## config.mk

```make
export PLATFORM = sky130hd
export DESIGN_NAME = score_display
export DESIGN_NICKNAME = d
export VERILOG_FILES = /design/src/rtl/score_display_pkg.sv /design/src/rtl/score_display_seg7_decoder.sv /design/src/rtl/score_display.sv
export SDC_FILE = /design/constraint.sdc
export NUM_CORES = 1
export LEC_CHECK = 0
export ABC_AREA = 0
export BUFFER_PORTS_ARGS = -buffer_cell sky130_fd_sc_hd__clkbuf_2
export CORE_ASPECT_RATIO = 0.8
export CORE_MARGIN = 1.5
export CORE_UTILIZATION = 50
export CTS_BUF_LIST = sky130_fd_sc_hd__clkbuf_8
export DETAILED_ROUTE_END_ITERATION = 16
export GPL_ROUTABILITY_DRIVEN = 1
export PLACE_DENSITY = 0.8
export SYNTH_ARGS = -nofsm -noshare
export SYNTH_HDL_FRONTEND = slang
export SYNTH_HIERARCHICAL = 1
export SYNTH_SLANG_ARGS = --single-unit
export TNS_END_PERCENT = 10
```

## constraint.sdc

```tcl
create_clock -name Clock -period 8.9 [get_ports Clock]
set_input_delay 0.89 -clock Clock [delete_from_list [all_inputs] [get_ports Clock]]
set_output_delay 0.89 -clock Clock [all_outputs]
set_load 0.01 [all_outputs]
```

## src/rtl/score_display_pkg.sv

```systemverilog
`default_nettype none
// ============================================================================
// Module   : score_display_pkg
// Purpose  : Shared types and constants for the score display block.
//            Holds the converter FSM state encoding, the largest value that
//            fits in six BCD digits, and the seven-segment patterns for a
//            blank digit and for "0".
// Ports    : none (package)
// Revision : 1.0 - initial release
// ============================================================================
package score_display_pkg;

    // Converter FSM state encoding, width stated explicitly
    typedef enum logic [1:0] {
        IDLE  = 2'd0,
        SHIFT = 2'd1,
        DONE  = 2'd2
    } state_t;

    // Largest value representable in six BCD digits
    localparam int unsigned BCD_MAX = 999999;

    // Active-low {g,f,e,d,c,b,a} segment patterns
    localparam logic [6:0] SEG_BLANK = 7'b1111111;
    localparam logic [6:0] SEG_ZERO  = 7'b1000000;

endpackage : score_display_pkg
`default_nettype wire

```

## src/rtl/score_display_seg7_decoder.sv

```systemverilog
`default_nettype none
// ============================================================================
// Module   : seg7_decoder
// Purpose  : Combinational BCD to active-low seven-segment decoder.
//            Nibbles 0xA-0xF, and any digit with i_blank set, show nothing.
// Ports    : i_digit [3:0] - BCD digit
//            i_blank       - force the display dark
//            o_seg   [6:0] - active-low segments {g,f,e,d,c,b,a}
// Revision : 1.0 - initial release
// ============================================================================
module seg7_decoder
    import score_display_pkg::*;
(
    input  logic [3:0] i_digit,
    input  logic       i_blank,
    output logic [6:0] o_seg
);

    always_comb begin
        o_seg = SEG_BLANK;
        if (!i_blank) begin
            case (i_digit)
                4'd0:    o_seg = SEG_ZERO;
                4'd1:    o_seg = 7'b1111001;
                4'd2:    o_seg = 7'b0100100;
                4'd3:    o_seg = 7'b0110000;
                4'd4:    o_seg = 7'b0011001;
                4'd5:    o_seg = 7'b0010010;
                4'd6:    o_seg = 7'b0000010;
                4'd7:    o_seg = 7'b1111000;
                4'd8:    o_seg = 7'b0000000;
                4'd9:    o_seg = 7'b0010000;
                default: o_seg = SEG_BLANK;
            endcase
        end
    end

endmodule : seg7_decoder
`default_nettype wire

```

## src/rtl/score_display.sv

```systemverilog
`default_nettype none
// ============================================================================
// Module   : score_display
// Purpose  : Converts the selected score (score or highScore) to six BCD
//            digits with a sequential double-dabble engine and drives six
//            active-low seven-segment displays. A conversion starts whenever
//            the selected value or the selection changes; values above
//            999999 saturate and raise overflow.
// Macro    : SCORE_DISPLAY_LEADING_ZERO_BLANK_EN - blank leading zero digits
//            (HEX0 always shows its digit).
// Ports    : Clock, reset (async, active-high)
//            score, highScore [31:0] - values from the scorekeeper
//            showHigh                - 1 selects highScore
//            busy                    - conversion in flight
//            valid                   - one-cycle pulse on display update
//            overflow                - displayed value was saturated
//            bcd [23:0]              - registered BCD result
//            HEX0..HEX5 [6:0]        - active-low segments, HEX0 = LSD
// Revision : 1.0 - initial release
// ============================================================================
module score_display
    import score_display_pkg::*;
#(
    parameter int NUM_DIGITS = 6,
    parameter int VALUE_W    = 32
) (
    input  logic                    Clock,
    input  logic                    reset,
    input  logic [VALUE_W-1:0]      score,
    input  logic [VALUE_W-1:0]      highScore,
    input  logic                    showHigh,
    output logic                    busy,
    output logic                    valid,
    output logic                    overflow,
    output logic [4*NUM_DIGITS-1:0] bcd,
    output logic [6:0]              HEX0,
    output logic [6:0]              HEX1,
    output logic [6:0]              HEX2,
    output logic [6:0]              HEX3,
    output logic [6:0]              HEX4,
    output logic [6:0]              HEX5
);

    localparam int BCD_W = 4 * NUM_DIGITS;
    localparam int CNT_W = $clog2(VALUE_W);

    localparam logic [BCD_W-1:0]   c_BCD_SAT = {NUM_DIGITS{4'h9}};
    localparam logic [CNT_W-1:0]   c_CNT_TOP = CNT_W'(VALUE_W - 1);
    localparam logic [VALUE_W-1:0] c_MAX_VAL = VALUE_W'(BCD_MAX);

`ifdef SCORE_DISPLAY_LEADING_ZERO_BLANK_EN
    localparam logic [6:0] c_SEG_UPPER_RST = SEG_BLANK;
`else
    localparam logic [6:0] c_SEG_UPPER_RST = SEG_ZERO;
`endif

    state_t               r_state;
    logic [VALUE_W-1:0]   r_last_value;
    logic                 r_last_sel;
    logic [VALUE_W-1:0]   r_bin;
    logic [BCD_W-1:0]     r_acc;
    logic [CNT_W-1:0]     r_cnt;
    logic                 r_over;
    logic                 r_busy;
    logic                 r_valid;
    logic                 r_overflow;
    logic [BCD_W-1:0]     r_bcd;
    logic [6:0]           r_hex [NUM_DIGITS];

    logic [VALUE_W-1:0]       w_sel;
    logic                     w_start;
    logic [BCD_W-1:0]         w_acc_adj;
    logic [BCD_W+VALUE_W-1:0] w_shift;
    logic [BCD_W-1:0]         w_bcd_next;
    logic [NUM_DIGITS-1:0]    w_blank;
    logic [6:0]               w_seg [NUM_DIGITS];

    assign w_sel   = showHigh ? highScore : score;
    assign w_start = (w_sel != r_last_value) || (showHigh != r_last_sel);

    // Add-3 correction on every digit >= 5 before the shift
    always_comb begin
        w_acc_adj = r_acc;
        for (int k = 0; k < NUM_DIGITS; k++) begin
            if (r_acc[4*k +: 4] >= 4'd5) begin
                w_acc_adj[4*k +: 4] = r_acc[4*k +: 4] + 4'd3;
            end
        end
    end

    // Joint left shift of {accumulator, binary}; the carry out of the top
    // digit falls off the end, saturation already accounts for it
    assign w_shift    = {w_acc_adj, r_bin} << 1;
    assign w_bcd_next = r_over ? c_BCD_SAT : r_acc;

`ifdef SCORE_DISPLAY_LEADING_ZERO_BLANK_EN
    // A digit is dark when it and every digit above it are zero
    always_comb begin
        w_blank = '0;
        w_blank[NUM_DIGITS-1] = (w_bcd_next[4*(NUM_DIGITS-1) +: 4] == 4'd0);
        for (int k = NUM_DIGITS - 2; k >= 1; k--) begin
            w_blank[k] = w_blank[k+1] && (w_bcd_next[4*k +: 4] == 4'd0);
        end
    end
`else
    assign w_blank = '0;
`endif

    generate
        for (genvar k = 0; k < NUM_DIGITS; k++) begin : g_digit
            seg7_decoder u_dec (
                .i_digit (w_bcd_next[4*k +: 4]),
                .i_blank (w_blank[k]),
                .o_seg   (w_seg[k])
            );
        end
    endgenerate

    always_ff @(posedge Clock or posedge reset) begin
        if (reset) begin
            r_state      <= IDLE;
            r_last_value <= '0;
            r_last_sel   <= 1'b0;
            r_bin        <= '0;
            r_acc        <= '0;
            r_cnt        <= '0;
            r_over       <= 1'b0;
            r_busy       <= 1'b0;
            r_valid      <= 1'b0;
            r_overflow   <= 1'b0;
            r_bcd        <= '0;
            for (int k = 0; k < NUM_DIGITS; k++) begin
                r_hex[k] <= (k == 0) ? SEG_ZERO : c_SEG_UPPER_RST;
            end
        end else begin
            r_valid <= 1'b0;
            case (r_state)
                IDLE: begin
                    if (w_start) begin
                        r_last_value <= w_sel;
                        r_last_sel   <= showHigh;
                        r_bin        <= w_sel;
                        r_acc        <= '0;
                        r_over       <= (w_sel > c_MAX_VAL);
                        r_cnt        <= c_CNT_TOP;
                        r_busy       <= 1'b1;
                        r_state      <= SHIFT;
                    end
                end
                SHIFT: begin
                    r_acc <= w_shift[BCD_W+VALUE_W-1 -: BCD_W];
                    r_bin <= w_shift[VALUE_W-1:0];
                    if (r_cnt == '0) begin
                        r_state <= DONE;
                    end else begin
                        r_cnt <= r_cnt - CNT_W'(1);
                    end
                end
                DONE: begin
                    r_bcd      <= w_bcd_next;
                    r_overflow <= r_over;
                    for (int k = 0; k < NUM_DIGITS; k++) begin
                        r_hex[k] <= w_seg[k];
                    end
                    r_valid <= 1'b1;
                    r_busy  <= 1'b0;
                    r_state <= IDLE;
                end
                default: begin
                    r_busy  <= 1'b0;
                    r_state <= IDLE;
                end
            endcase
        end
    end

    assign busy     = r_busy;
    assign valid    = r_valid;
    assign overflow = r_overflow;
    assign bcd      = r_bcd;
    assign HEX0     = r_hex[0];
    assign HEX1     = r_hex[1];
    assign HEX2     = r_hex[2];
    assign HEX3     = r_hex[3];
    assign HEX4     = r_hex[4];
    assign HEX5     = r_hex[5];

endmodule : score_display
`default_nettype wire
```

==> impl_metrics.py, run 1 <==
metrics = {
    "outcome": {
        "status": "complete, no violations",
    },
    "pwr": {
        "peakVddDrop_mv": 0.09802,
        "power_density_nw_per_um2": 168.7,
        "leakage_nw": 5.613,
        "finalPower_mw": 1.910,
    },
    "clocking": {
        "cts_buffers": 17,
        "ctsHtreeMaxLevel": 4,
        "cts_tree": "built",
        "cts_hold_buf": 0,
        "clk_pin_slew_worst_paths_ps": 90,
        "post_cts_buffers": 0,
        "cts-root-buf": "clkbuf_8",
        "insertion_delay_ps": 480,
        "ctsLongestPathBuffers": 2,
        "clkSinkCount": 166,
        "cts_resized": 0,
    },
    "yosys": {
        "synthDistinctLibCells": 50,
        "synth_area_leaders": "dfrtp_1 40%, nand2_1 7.5%, mux2i_1 6.2%",
        "synth_most_common_cell": "nand2_1",
        "synth_async_sr_flop_share_pct": 100.0,
        "yosysWarningCount": 6,
        "synthFlopType": "dfrtp_1",
        "postSynthAreaPerCell_um2": 9.151,
        "synth_edf_count": 0,
        "synth_top_area_share_pct": 40.18,
        "netlist_area_um2": 9966,
        "ys_ff_latch": 166,
        "synth.top_cells.by_count": "200 x nand2_1, 160 x dfrtp_1, 99 x inv_1",
        "yosysTopAreaCell": "dfrtp_1",
        "ys_seq_area_share_pct": 41.76,
        "netlist_instances": 1089,
    },
    "setup_path": {
        "slowest_delay_ps": 850,
        "rr_worst_depth": 8,
        "crit_top_cell": "buf_4",
        "crit_path_end_kind": "register",
        "critical_path_arrival_ps": 5530,
        "crit_fanout": 71,
        "crit_type": "in -> reg",
        "critPathLaunchType": "input pin",
        "critPathRequiredTime_ps": 9250,
        "crit_path_cell_trace": "clkbuf_2, mux2i_1, xnor2_1, a2111oi_0, nand4_1, buf_4, o21ai_4, buf_4, mux2_2",
        "cpMaxStageDelayCell": "a2111oi_0",
    },
    "worst_hold_path": {
        "min_path_cells": 2,
        "min_path_type": "reg -> reg",
    },
    "place": {
        "portBuffers": 135,
        "hpwl_mm": 14.78,
        "gp_congestion": 0.8145,
    },
    "drt": {
        "wl_per_cell_um": 14.35,
        "vias_per_cell": 5.232,
        "drc_errors": 0,
        "firstDrtPassIters": 7,
        "drt_iter0_markers": 626,
        "drt_wl_total_mm": 21.56,
        "vias": 7858,
        "ant_nets": 0,
    },
    "global_route": {
        "grt_max_degree": 99,
        "grt-ovfl-total": 0,
        "grt.total_usage_pct": 21.91,
        "grt_pass1_vias": 7544,
        "antenna_found_initial": 0,
        "grt_pass1_wl_mm": 36.96,
    },
    "floorplan": {
        "die_y_um": 129.3,
        "rows": 45,
        "floorplan.initialDensity_pct": 51.75,
        "io_pins": 136,
        "coreArea_um2": 19260,
        "die-area_um2": 20790,
        "die_w_um": 160.8,
    },
    "run": {
        "drv_cap": 0,
    },
    "final_layout": {
        "n_antenna_cell": 0,
        "fillCellCount": 1698,
        "synthToLayoutAreaGrowth_pct": 13.63,
        "nets": 1342,
        "drive_above_1_share_pct": 20.50,
    },
    "timing": {
        "finalCriticalPeriod_ps": 5180,
        "slew_headroom_pct": 23.41,
        "final-setup-viol-count": 0,
        "setup_tns_ps": 0,
        "slew_violations": 0,
        "fin_crit_sh_pct": 58.21,
        "rsz0062_at_grt": "no",
        "tightest_slew_ps": 1149,
        "fmax_ghz": 0.1930,
        "finalClockSkew_ps": 27.10,
        "hold_viol_final": 0,
    },
}
## per-layer routing
layer | vias up | part of all wire (%) | routed length, um | GRT usage, %
met5 | - | 0 | 0 | 0
met4 | 0 | 1.5 | 331 | 6.863
met3 | 28 | 3.9 | 834 | 4.353
met2 | 156 | 47 | 10160 | 35.60
met1 | 3749 | 47 | 10230 | 29.78
li1 | 3925 | - | - | -
## critical path, delay by kind of cell
kind	cells	cell delay, ps
buf+inv	3	1960
mux	2	940
compound gates	2	1380
xor+xnor	1	120
simple gates	1	200
## power by group
part           leakage, nW  internal, mW  switching (mW)  total (mW)
clock network        0.244         0.366           0.299       0.665
registers             1.95         0.814          0.0645       0.879
logic                 3.42         0.182           0.184       0.366
total                 5.61          1.36           0.547        1.91
## registers in the layout, summed over array words and instances (netlist names), 7 cells and up
name and flops:
HEX2 7, r_bin 32, HEX5 7, bcd 24, HEX3 7, HEX0 7, HEX4 7, r_acc 24
HEX1 7, r_last_value 32
## through the flow
step	hold slack (ps)	worst slack (ps)	util, %	instances	area [um2]
finish	462.7	3720	58.81	1502	11320
global route	490.3	3579	58.81	1502	11320
CTS	466.6	3933	58.81	1502	11320
detailed placement	452.4	3440	56.30	1470	10840
global placement	449.7	3526	56.30	1470	10840
floorplan	464.5	3530	-	1128	10110
## placed cells by master, fill, tap and decap left out, drive strengths merged, types with 16 or more instances in the layout
| cell | instances |
|---|---|
| a21oi | 55 |
| a22oi | 38 |
| a31o | 17 |
| clkbuf | 152 |
| conb | 40 |
| dfrtp | 160 |
| ha | 44 |
| inv | 106 |
| mux2 | 16 |
| mux2i | 66 |
| nand2 | 200 |
| nand2b | 26 |
| nor2 | 57 |
| o21ai | 82 |
| o41a | 32 |
| xnor2 | 38 |
## layout make-up
type	count	area, um2	share of cell area [%]
multi-input combinational	802	5234	46.22
sequential	166	4161	36.75
timing repair buffer	144	743.2	6.563
inverter	100	380.4	3.359
tap	258	322.8	2.851
clock inverter	15	249.0	2.199
clock buffer	17	234.0	2.066
## logic make-up after synthesis
| kind of cell | synth area share [%] |
|---|---|
| AO/OA/AOI/OAI | 16.46 |
| XOR/XNOR | 3.779 |
| adder cells (fa/ha/maj) | 5.524 |
| buffers and inverters | 7.357 |
| flip-flops | 41.76 |
| multiplexers | 8.588 |
| other | 0.03763 |
| AND/OR/NAND/NOR | 16.50 |
## path summary, 6_finish.rpt
kind / end / startpoint / slack [ps]
worst min register to register: HEX1[6] / HEX1[6] / 460
worst min-delay path: HEX1[6] / HEX1[6] / 460
min in group asynchronous: bcd[5] / reset / 620
worst max register to register: r_last_value[14] / r_last_value[10] / 4760
max in group asynchronous: HEX5[4] / reset / 6880
worst max-delay path: r_last_value[14] / showHigh / 3720
Power figures use the tool's default switching activity.
==> run 2: changes to the inputs <==
Settings changed: ABC_AREA 0 to 1.
Clock period 8.9 ns to 5 ns, I/O delays scaled along.
==> run 2 against run 1 <==
Compared with the run above:
- synthesized cell count grew 28%
- synthesized area shrank 1.8%
- first-iteration DRC count shrank 12%
- count of clock-buffer cells in the layout grew 3
- sequential share of layout area grew 0.97 points
- highest routed layer unchanged
==> impl_metrics.py, run 2 <==
metrics = {
    "drt": {
        "drt_wl_total_mm": 22.15,
        "vias_per_cell": 5.017,
        "ant_nets": 0,
        "drc_errors": 0,
        "firstDrtPassIters": 5,
        "vias": 8946,
        "wl_per_cell_um": 12.42,
        "drt_iter0_markers": 553,
    },
    "yosys": {
        "synth_top_family_by_area": "simple AND/OR/NAND/NOR gates",
        "yosysWarningCount": 6,
        "yosysTopAreaCell": "dfrtp_1",
        "synth_async_sr_flop_share_pct": 100.0,
        "synth-xor-area-share_pct": 0.5372,
        "synth-simple-area-share_pct": 35.10,
        "synth_area_leaders": "dfrtp_1 41%, nand2_1 23%, nand3_1 6.7%",
        "synthDistinctLibCells": 30,
        "synthAdderAreaFrac_pct": 5.628,
        "synth_edf_count": 0,
        "ys_seq_area_share_pct": 42.54,
        "synth.top_cells.by_count": "599 x nand2_1, 160 x dfrtp_1, 133 x inv_1",
        "synth_top_area_share_pct": 40.93,
        "netlist_instances": 1395,
        "netlist_area_um2": 9782,
        "synthFlopType": "dfrtp_1",
        "synthMuxAreaShare_pct": 0,
        "ys_ff_latch": 166,
        "postSynthAreaPerCell_um2": 7.012,
        "synth_compound_area_share_pct": 7.521,
        "synth_most_common_cell": "nand2_1",
    },
    "pwr": {
        "finalPower_mw": 4.438,
        "peakVddDrop_mv": 0.1592,
        "leakage_nw": 6.028,
        "power_density_nw_per_um2": 402.3,
    },
    "timing": {
        "tightest_slew_ps": 838.4,
        "slew_headroom_pct": 44.05,
        "rsz0062_at_grt": "no",
        "slew_violations": 0,
        "finalCriticalPeriod_ps": 3095,
        "finalClockSkew_ps": 15.38,
        "final-setup-viol-count": 0,
        "fin_crit_sh_pct": 61.90,
        "setup_tns_ps": 0,
        "hold_viol_final": 0,
        "whs_ps": 177.2,
        "fmax_ghz": 0.3231,
    },
    "place": {
        "portBuffers": 135,
        "hpwl_mm": 15.51,
        "gp_congestion": 0.8702,
    },
    "floorplan": {
        "io_pins": 136,
        "die_y_um": 128.1,
        "die-area_um2": 20420,
        "die_w_um": 159.4,
        "rows": 45,
        "coreArea_um2": 19090,
        "floorplan.initialDensity_pct": 51.25,
    },
    "clocking": {
        "ctsHtreeMaxLevel": 4,
        "cts_hold_buf": 0,
        "ctsLongestPathBuffers": 2,
        "post_cts_buffers": 0,
        "insertion_delay_ps": 460,
        "cts-root-buf": "clkbuf_8",
        "cts_buffers": 17,
        "clkSinkCount": 166,
        "clk_pin_slew_worst_paths_ps": 90,
        "cts_tree": "built",
        "cts_resized": 0,
    },
    "global_route": {
        "antenna_found_initial": 0,
        "grt_pass1_wl_mm": 38.15,
        "grt.total_usage_pct": 22.48,
        "grt_pass1_vias": 8396,
        "grt_max_degree": 88,
        "grt-ovfl-total": 0,
    },
    "setup_path": {
        "critical_path_arrival_ps": 3440,
        "crit_type": "in -> reg",
        "crit_fanout": 78,
        "crit_path_end_kind": "register",
        "critPathRequiredTime_ps": 5340,
        "cpMaxStageDelayCell": "buf_4",
        "crit_top_cell": "nand2_1",
        "critPathLaunchType": "input pin",
        "crit_path_cell_trace": "clkbuf_2, inv_2, nand2_1, nand2_1, nand2_1, nand2_1, nand2_1, nor2_1, nand2_1, nor2_1, nand3_1, nand2_4, buf_4, nand2_1, nand2_1, nand2_1",
        "slowest_delay_ps": 590,
    },
    "worst_hold_path": {
        "min_path_type": "in -> async",
    },
    "final_layout": {
        "final_common_cell": "nand2_1",
        "n_antenna_cell": 0,
        "synthToLayoutAreaGrowth_pct": 12.79,
        "drive_above_1_share_pct": 14.56,
        "layout_common_cells": "599 x nand2_1, 160 x dfrtp_1, 135 x clkbuf_2, 133 x inv_1, 131 x nand3_1",
        "nets": 1623,
        "reg_top3": "r_bin: 32 flops, r_last_value: 32 flops",
    },
    "outcome": {
        "status": "complete, no violations",
    },
    "run": {
        "drv_cap": 0,
    },
}
run 2: final cells by class:
type / instances / area (um2)
clock buffer: 20 / 275.3
clock inverter: 12 / 128.9
fill: 1785 / 8054
inverter: 147 / 556.8
multi-input combinational: 1035 / 4837
sequential: 166 / 4161
tap: 258 / 322.8
timing repair buffer: 145 / 750.7
run 2: worst paths after layout:
path	startpoint	to	slack (ps)	depth (start not counted)
hold reg to reg	HEX2[6]	HEX2[6]	470	2
setup / recovery	showHigh	r_cnt[2]	1900	16
min in group Clock	score[1]	r_last_value[1]	450	5
hold / removal	reset	HEX5[4]	180	2
setup reg to reg	r_last_sel	r_cnt[2]	2490	14
max in group asynchronous	reset	r_bin[26]	3710	3
run 2: cell families (layout without fill, tap and decap cells):
family,after synthesis,after routing
AND/OR/NAND/NOR,832,832
adder cells (fa/ha/maj),44,44
buffers and inverters,205,324
XOR/XNOR,6,6
flip-flops,166,166
AO/OA/AOI/OAI,141,141
other,1,12
run 2: metal layers:
layer,up-vias,part of all wire (%),GRT usage [%]
li1,4579,-,-
met3,16,3.4,3.947
met5,-,0,0
met4,0,0.73,6.104
met2,173,49,38.89
met1,4178,47,29.23
run 2: power by group:
part           leakage, nW  internal [mW]  total, mW  switching [mW]
Combinational         3.88          0.555       1.34           0.785
Clock                0.194          0.481      0.982           0.501
Sequential            1.95           1.80       2.12           0.311
Total                 6.03           2.84       4.44            1.60
run 2: stage by stage:
stage	instance area (um2)	setup slack, ps	std cells	util [%]
2_1_floorplan	9823	19.90	1406	-
3_3_place_gp	10630	1532	1751	55.69
3_5_place_dp	10630	1486	1751	55.69
4_1_cts	11030	1953	1783	57.80
5_1_grt	11030	1532	1783	57.80
6_report	11030	1905	1783	57.80
run 2: worst max-delay path, delay by kind of cell:
kind / cells / cell delay [ps]
and+or+nand+nor: 13 / 1560
buffers and inverters: 3 / 1340
==> run 3: changes to the inputs <==
Settings changed: PLACE_DENSITY 0.8 to 0.83.
Clock period 5 ns to 2.8 ns, I/O delays scaled along.
==> run 3 against run 2 <==
Compared with the run above:
- clock skew fell by 0.75 ps
- clock power rose by 110%
- global-route usage fell by 0.51 points
- largest power group unchanged
==> impl_metrics.py, run 3 (synthesized netlist as in run 2, its figures left out) <==
metrics = {
    "timing": {
        "slew_headroom_pct": 49.77,
        "tightest_slew_ps": 753.4,
        "fmax_ghz": 0.4465,
        "hold_viol_final": 0,
        "finalWorstSetupSlack_ps": 560.4,
        "setup_tns_ps": 0,
        "rsz0062_at_grt": "no",
        "final-setup-viol-count": 0,
        "finalCriticalPeriod_ps": 2240,
        "finalClockSkew_ps": 14.62,
        "fin_crit_sh_pct": 79.98,
        "slew_violations": 0,
    },
    "clocking": {
        "ctsHtreeMaxLevel": 4,
        "cts_tree": "built",
        "post_cts_buffers": 0,
        "cts_buffers": 17,
        "clkSinkCount": 166,
        "cts_resized": 0,
        "ctsLongestPathBuffers": 2,
        "insertion_delay_ps": 470,
        "clk_pin_slew_worst_paths_ps": 90,
        "cts-root-buf": "clkbuf_8",
    },
    "drt": {
        "maxUsedRoutingLayer": "met4",
        "drt_wl_total_mm": 21.68,
        "wl_met3_um": 862,
        "wl_met1_mm": 10.15,
        "drc_errors": 0,
        "wl_per_cell_um": 12.10,
        "vias_per_cell": 4.961,
        "vias": 8891,
        "drt_iter0_markers": 621,
        "wl_met2_mm": 10.43,
        "firstDrtPassIters": 5,
        "ant_nets": 0,
    },
    "global_route": {
        "grt-ovfl-total": 0,
        "grt_pass1_vias": 8149,
        "antenna_found_initial": 0,
        "grt_pass1_wl_mm": 37.20,
        "grt_max_degree": 80,
        "grt.total_usage_pct": 21.97,
    },
    "final_layout": {
        "layout_common_cells": "599 x nand2_1, 160 x dfrtp_1, 135 x clkbuf_2, 133 x inv_1, 131 x nand3_1",
        "synthToLayoutAreaGrowth_pct": 14.98,
        "reg_top3": "r_bin: 32 flops, r_last_value: 32 flops",
        "drive_above_1_share_pct": 14.99,
        "final_common_cell": "nand2_1",
        "post-route-util_pct": 58.92,
        "final_area_um2": 11250,
        "nets": 1632,
        "fin_cells": 1792,
        "n_antenna_cell": 0,
    },
    "floorplan": {
        "die_w_um": 159.4,
        "io_pins": 136,
        "coreArea_um2": 19090,
        "rows": 45,
        "die-area_um2": 20420,
        "floorplan.initialDensity_pct": 51.25,
        "die_y_um": 128.1,
    },
    "setup_path": {
        "critPathRequiredTime_ps": 3170,
        "critical_path_arrival_ps": 2610,
        "critPathLaunchType": "register",
        "crit_fanout": 15,
        "crit_type": "reg -> reg",
        "crit_path_end_kind": "register",
    },
    "worst_hold_path": {
        "min_path_type": "in -> reg",
    },
    "place": {
        "place_ws_ps": 362.4,
        "placed_cell_area_um2": 10760,
        "portBuffers": 135,
        "hpwl_mm": 15.32,
        "placed_cells": 1759,
        "gp_congestion": 0.8835,
    },
    "pwr": {
        "power_density_nw_per_um2": 730.3,
        "peakVddDrop_mv": 0.3695,
        "leakage_nw": 6.137,
    },
    "run": {
        "drv_cap": 0,
    },
    "outcome": {
        "status": "complete, no violations",
    },
}
==> run 3: changes by cell type in the layout (fill, tap and decap cells not counted), sizes merged <==
cell / delta
buf: +8
bufinv: +3
clkinv: -2
clkinvlp: -1
dlygate4sd3: +1
==> run 3: metrics by stage <==
| stage | total power, mW | hold slack (ps) |
|---|---|---|
| detailed placement | 6.227 | 322.1 |
| global placement | 6.110 | 316.2 |
| CTS | 8.278 | 195.1 |
| global route | 8.867 | 220.8 |
| floorplan | 5.441 | 449.9 |
| finish | 8.214 | 204.2 |
==> run 3: area by class of cell <==
cell class              count  area [um2]
clock inverters            12       198.9
fillers                  1719        7840
well taps                 258       322.8
clock buffers              20       275.3
flip-flops and latches    166        4161
repair buffers            154       895.9
multi-input cells        1035        4837
inverters                 147       555.5
==> run 3: final timing paths <==
kind | startpoint | to | slack, ps | depth (start not counted)
max | r_over | HEX4[3] | 560 | 9
max reg2reg | r_over | HEX4[3] | 560 | 9
min reg2reg | HEX3[6] | HEX3[6] | 470 | 2
max in group asynchronous | reset | HEX0[6] | 1650 | 4
min | score[2] | r_last_value[2] | 200 | 3
min in group asynchronous | reset | HEX5[0] | 370 | 3
==> run 3: per-layer routing <==
| layer | track usage [%] | up-vias |
|---|---|---|
| met5 | 0 | - |
| met4 | 5.716 | 0 |
| met3 | 4.562 | 21 |
| met2 | 36.94 | 174 |
| met1 | 29.06 | 4114 |
| li1 | - | 4582 |
==> run 3: critical path: stages, from the launching register on <==
cell     delay, ps
dfrtp_1        690
inv_1          440
nand2_1        240
inv_1          110
ha_1           290
nand2_1         70
nand3_1        120
nand2_1         60
nand2_1         70
nand2_1         60
==> run 3: timing repair <==
item / CTS / global route
hold buffers: 1 / 0
hold endpoints to repair: 16 / 0
endpoints found under the setup margin: 0 / 0
==> run 3: power breakdown <==
group / internal [mW] / switching, mW / leakage (nW)
Clock: 1.13 / 0.902 / 0.233
Combinational: 1.00 / 1.40 / 3.95
Sequential: 3.22 / 0.553 / 1.95
Total: 5.36 / 2.86 / 6.14
